$ cat src/rtl/freq_meter.sv
// freq_meter: gated frequency and period meter for an asynchronous input.
//
// Counts sig_in rising edges over back-to-back windows of GATE_CYCLES clocks
// and measures the clock count between the two most recent rising edges.
//
// Ports:
//   CLK100MHZ     in   sole clock, all state updates on its rising edge
//   rst           in   synchronous active-high reset
//   sig_in        in   signal under measurement, asynchronous to CLK100MHZ
//   enable        in   1 = measure continuously, 0 = idle
//   freq_count    out  rising edges counted in the last completed window
//   count_valid   out  one-cycle pulse when freq_count updates
//   overflow      out  last completed window saturated its edge count
//   period_cycles out  clocks between the two most recent rising edges
//   period_valid  out  one-cycle pulse when period_cycles updates
//   edge_seen     out  toggles on every detected rising edge
module freq_meter #(
    parameter int unsigned GATE_CYCLES = 100_000_000,
    parameter int unsigned CNT_W       = 27,
    parameter int unsigned PER_W       = 32
) (
    input  logic             CLK100MHZ,
    input  logic             rst,
    input  logic             sig_in,
    input  logic             enable,
    output logic [CNT_W-1:0] freq_count,
    output logic             count_valid,
    output logic             overflow,
    output logic [PER_W-1:0] period_cycles,
    output logic             period_valid,
    output logic             edge_seen
);

    typedef enum logic [0:0] {StIdle, StGate} state_e;

    localparam logic [31:0]      GateLast = 32'(GATE_CYCLES - 1);
    localparam logic [CNT_W-1:0] CntMax   = '1;
    localparam logic [PER_W-1:0] PerMax   = '1;

    state_e state_q, state_d;

    logic sync1_q, sync2_q, sync3_q;
    logic rise;

    logic [31:0]      gate_timer_q, gate_timer_d;
    logic [CNT_W-1:0] edge_ctr_q, edge_ctr_d;
    // Sticky: a rise was dropped because edge_ctr was already at CntMax.
    logic             edge_sat_q, edge_sat_d;
    logic [PER_W-1:0] per_ctr_q, per_ctr_d;
    logic             armed_q, armed_d;

    logic [CNT_W-1:0] freq_count_d;
    logic             count_valid_d, overflow_d;
    logic [PER_W-1:0] period_cycles_d;
    logic             period_valid_d;

    // Edge total and saturation status including a rise in the current cycle.
    logic [CNT_W-1:0] edge_next;
    logic             sat_next;

    assign rise      = sync2_q & ~sync3_q;
    assign edge_next = (rise && edge_ctr_q != CntMax) ? edge_ctr_q + 1'b1 : edge_ctr_q;
    assign sat_next  = edge_sat_q | (rise & (edge_ctr_q == CntMax));

    always_comb begin
        state_d         = state_q;
        gate_timer_d    = gate_timer_q;
        edge_ctr_d      = edge_ctr_q;
        edge_sat_d      = edge_sat_q;
        per_ctr_d       = per_ctr_q;
        armed_d         = armed_q;
        freq_count_d    = freq_count;
        count_valid_d   = 1'b0;
        overflow_d      = overflow;
        period_cycles_d = period_cycles;
        period_valid_d  = 1'b0;

        case (state_q)
            StIdle: begin
                gate_timer_d = '0;
                edge_ctr_d   = '0;
                edge_sat_d   = 1'b0;
                per_ctr_d    = '0;
                armed_d      = 1'b0;
                if (enable) begin
                    state_d = StGate;
                end
            end
            StGate: begin
                if (!enable) begin
                    // Partial window is discarded; published results hold.
                    state_d      = StIdle;
                    gate_timer_d = '0;
                    edge_ctr_d   = '0;
                    edge_sat_d   = 1'b0;
                    per_ctr_d    = '0;
                    armed_d      = 1'b0;
                end else begin
                    gate_timer_d = gate_timer_q + 1'b1;
                    edge_ctr_d   = edge_next;
                    edge_sat_d   = sat_next;
                    per_ctr_d    = (per_ctr_q == PerMax) ? per_ctr_q : per_ctr_q + 1'b1;

                    if (rise) begin
                        per_ctr_d = PER_W'(1);
                        armed_d   = 1'b1;
                        if (armed_q) begin
                            period_cycles_d = per_ctr_q;
                            period_valid_d  = 1'b1;
                        end
                    end

                    // Window boundary: publish and restart with no dead cycle.
                    if (gate_timer_q == GateLast) begin
                        freq_count_d  = edge_next;
                        overflow_d    = sat_next;
                        count_valid_d = 1'b1;
                        gate_timer_d  = '0;
                        edge_ctr_d    = '0;
                        edge_sat_d    = 1'b0;
                    end
                end
            end
            default: begin
                state_d = StIdle;
            end
        endcase
    end

    always_ff @(posedge CLK100MHZ) begin
        if (rst) begin
            state_q       <= StIdle;
            sync1_q       <= 1'b0;
            sync2_q       <= 1'b0;
            sync3_q       <= 1'b0;
            gate_timer_q  <= '0;
            edge_ctr_q    <= '0;
            edge_sat_q    <= 1'b0;
            per_ctr_q     <= '0;
            armed_q       <= 1'b0;
            freq_count    <= '0;
            count_valid   <= 1'b0;
            overflow      <= 1'b0;
            period_cycles <= '0;
            period_valid  <= 1'b0;
            edge_seen     <= 1'b0;
        end else begin
            state_q       <= state_d;
            sync1_q       <= sig_in;
            sync2_q       <= sync1_q;
            sync3_q       <= sync2_q;
            gate_timer_q  <= gate_timer_d;
            edge_ctr_q    <= edge_ctr_d;
            edge_sat_q    <= edge_sat_d;
            per_ctr_q     <= per_ctr_d;
            armed_q       <= armed_d;
            freq_count    <= freq_count_d;
            count_valid   <= count_valid_d;
            overflow      <= overflow_d;
            period_cycles <= period_cycles_d;
            period_valid  <= period_valid_d;
            edge_seen     <= edge_seen ^ rise;
        end
    end

endmodule
$ cat config.mk
export PLATFORM = sky130hd
export DESIGN_NAME = freq_meter
export DESIGN_NICKNAME = d
export VERILOG_FILES = /design/src/rtl/freq_meter.sv
export SDC_FILE = /design/constraint.sdc
export NUM_CORES = 1
export LEC_CHECK = 0
export ABC_CLOCK_PERIOD_IN_PS = 2650
export BUFFER_PORTS_ARGS = -buffer_cell sky130_fd_sc_hd__buf_2
export CORE_MARGIN = 1.5
export CORE_UTILIZATION = 55
export CTS_CLUSTER_SIZE = 14
export DETAILED_ROUTE_END_ITERATION = 7
export HOLD_SLACK_MARGIN = 0.06
export PLACE_DENSITY = 0.76
export SYNTH_ARGS = -nofsm -noshare
export SYNTH_HDL_FRONTEND = slang
export SYNTH_SLANG_ARGS = --single-unit
$ cat constraint.sdc
create_clock -name CLK100MHZ -period 2.65 [get_ports CLK100MHZ]
set_clock_uncertainty 0.05 [all_clocks]
set_input_delay 0.265 -clock CLK100MHZ [delete_from_list [all_inputs] [get_ports CLK100MHZ]]
set_output_delay 0.265 -clock CLK100MHZ [all_outputs]
set_load 0.03 [all_outputs]
==> flow_metrics.env <==
export IMPL_drtIter0Drc=378
export IMPL_synthCells=767
export IMPL_ys_ff_latch=160
export IMPL_use_met2_pct=37.0
export IMPL_ctsHoldBuffers=2
export IMPL_cp_start_kind="register"
export IMPL_place_area_um2=7090
export IMPL_netlist_cell_type_count=47
export IMPL_htree_levels=4
export IMPL_start_util_pct=56.9
export IMPL_mostFrequentLayoutCell="dfxtp_1"
export IMPL_n_antenna_cell=0
export IMPL_vias_per_cell=5.57
export IMPL_cts_made_buffers=17
export IMPL_num_vias=5517
export IMPL_dr_pass1_iters=7
export IMPL_nets=841
export IMPL_antenna_found_initial=0
export IMPL_num_rows=39
export IMPL_clockRootBuffer="clkbuf_16"
export IMPL_grt_usage_pct=23.2
export IMPL_synth_edff_count=0
export IMPL_critPathKind="register to register"
export IMPL_ys_async_sr_fraction_pct=0
export IMPL_synthTopCellsByArea="dfxtp_1, nor2_1, nand2_1"
export IMPL_seq_area_frac_synth_pct=48.7
export IMPL_post_dp_hpwl_um=9650
export IMPL_fin_tns_setup_ns=0
export IMPL_ir_worst_vdd_uv=360
export IMPL_critPathMaxFanout=11
export IMPL_yosys_most_used_dff="dfxtp_1"
export IMPL_worst_ep_required_time_ns=2.90
export IMPL_drv_slew=0
export IMPL_io_pins=67
export IMPL_die_w_um=112
export IMPL_die_y_um=112
export IMPL_drc=5
export IMPL_hold_class="primary input to register"
export IMPL_finalWirelength_um=14200
export IMPL_final_cell_mix="dfxtp_1, nor2_1, nand2_1, buf_2, xor2_1"
export IMPL_setup_viol=0
export IMPL_syn_cell_area_um2=6580
export IMPL_worst_slew_margin_rel_pct=47.0
export IMPL_hold_viol=0
export IMPL_drive_above_1_share_pct=15.7
export IMPL_grt_first_pass_wirelength_um=23700
export IMPL_grt_pass1_vias=5099
export IMPL_die_area_um2=12600
export IMPL_cts_path_max_buffers=2
export IMPL_failed_checks="design-rule violations"
export IMPL_arrival_ns=2.61
export IMPL_ff2ff_path_depth=9
export IMPL_routabilityCongestion=0.897
export IMPL_tightest_slew_ns=0.794
export IMPL_avgSynthCellArea_um2=8.58
export IMPL_yosysWarningCount=0
export IMPL_grt_busiest_layer="met2"
export IMPL_port_buffer_count=66
export IMPL_synth_top_area_share_pct=48.7
export IMPL_worstSkewPairLatency_ns=0.43
export IMPL_grt_ovfl_total=0
export IMPL_post_cts_buffers=0
export IMPL_design_area_um2=7700
export IMPL_synth_top_area_cell="dfxtp_1"
export IMPL_max_freq_mhz=423
export IMPL_cellLeakagePower_uw=0.00270
export IMPL_post_cts_resized=0
export IMPL_syn2layout_area_growth_pct=17.1
export IMPL_hold_path_cell_count=3
export IMPL_r2r_slack_ns=0.29
export IMPL_drv_cap=0
export IMPL_core_area_um2=11600
export IMPL_path_clk_slew_ns=0.06
export IMPL_met1_usage_pct=30.3
export IMPL_numClockSinks=160
export IMPL_met3_usage_pct=5.67
export IMPL_cp_end_kind="register"
export IMPL_rsz0062_at_grt="false"
export IMPL_status="finished, violations left"
export IMPL_grt_max_degree=74
export IMPL_min_period_ns=2.36
export IMPL_ant_nets=0
export IMPL_syn_nets=774
export IMPL_cts_tree="yes"
export IMPL_powerDensity_nw_per_um2=635
export IMPL_routedWlPerCell_um=14.3
export IMPL_min_period_over_period_pct=89.1
routing by layer:
metal	vias up	part of all wire (%)
met4	0	2.0
met5	-	0
met2	155	46
met1	2566	46
li1	2771	-
met3	25	5.4
per-stage QoR:
| stage | setup slack [ns] | hold WS (ns) | instances | total power (µW) | util (%) |
|---|---|---|---|---|---|
| finish | 0.289 | 0.162 | 990 | 4890 | 66.6 |
| CTS | 0.323 | 0.155 | 990 | 4920 | 66.6 |
| detailed placement | 0.328 | 0.393 | 956 | 2520 | 61.3 |
| floorplan | 0.553 | 0.343 | 767 | 2500 | - |
| global route | 0.123 | 0.167 | 990 | 5030 | 66.6 |
| global placement | 0.441 | 0.390 | 956 | 2520 | 61.3 |
sequential cells by signal, indices dropped and copies added, names as in the netlist:
register,count
edge_sat_q,1
count_valid,1
gate_timer_q,32
freq_count,27
armed_q,1
sync2_q,1
edge_ctr_q,27
period_cycles,32
sync1_q,1
period_valid,1
overflow,1
per_ctr_q,32
state_q,1
edge_seen,1
sync3_q,1
cells in the mapped netlist (16+ instances only):
cell type and count:
dfxtp_1 160, nor2_1 130, nand2_1 107, xor2_1 44, a21oi_1 43, nand4_1 32, nand3_1 31, xnor2_1 30
clkbuf_1 28, a211oi_1 23, nor3_1 16
final timing paths:
kind,start,endpoint
worst max-delay path,per_ctr_q[1],per_ctr_q[7]
worst min-delay path,rst,armed_q
worst max register to register,per_ctr_q[1],per_ctr_q[7]
worst min register to register,period_cycles[13],period_cycles[13]
critical path, cell delays in order (launching register included):
cell	delay (ns)
dfxtp_1	0.42
ha_1	0.26
nand4_1	0.24
nor3_2	0.31
buf_4	0.19
nand4_1	0.17
buf_4	0.25
nand4_1	0.13
xor2_1	0.16
nor2_1	0.05
report_power, final:
group	total (µW)	internal, µW	switching, µW	leakage, µW
sequential	2410	2410	2.71	0.00129
combinational	56.2	14.1	42.1	0.00112
clock	2420	1470	946	0.000298
layout make-up:
class                      instances  area [µm²]
fill                             907        3860
sequential                       160        3200
multi-input combinational        561        3200
timing repair buffer              87         505
clock buffer                      21         480
tap                              143         179
clock inverter                    11         111
inverter                           7        26.3
cell families (layout without fill, tap and decap cells):
| group | Yosys count | in the layout | share of synthesized area (%) |
|---|---|---|---|
| xor gates and xnor gates | 74 | 74 | 9.85 |
| buffers and inverters | 46 | 126 | 2.83 |
| AOI/OAI and AO/OA | 92 | 92 | 8.59 |
| and+or+nand+nor | 389 | 389 | 29.0 |
| DFF | 160 | 160 | 48.7 |
| adders and majority gates | 3 | 3 | 0.571 |
| muxes | 3 | 3 | 0.456 |
Note: power is estimated with default switching activity, not from simulation.
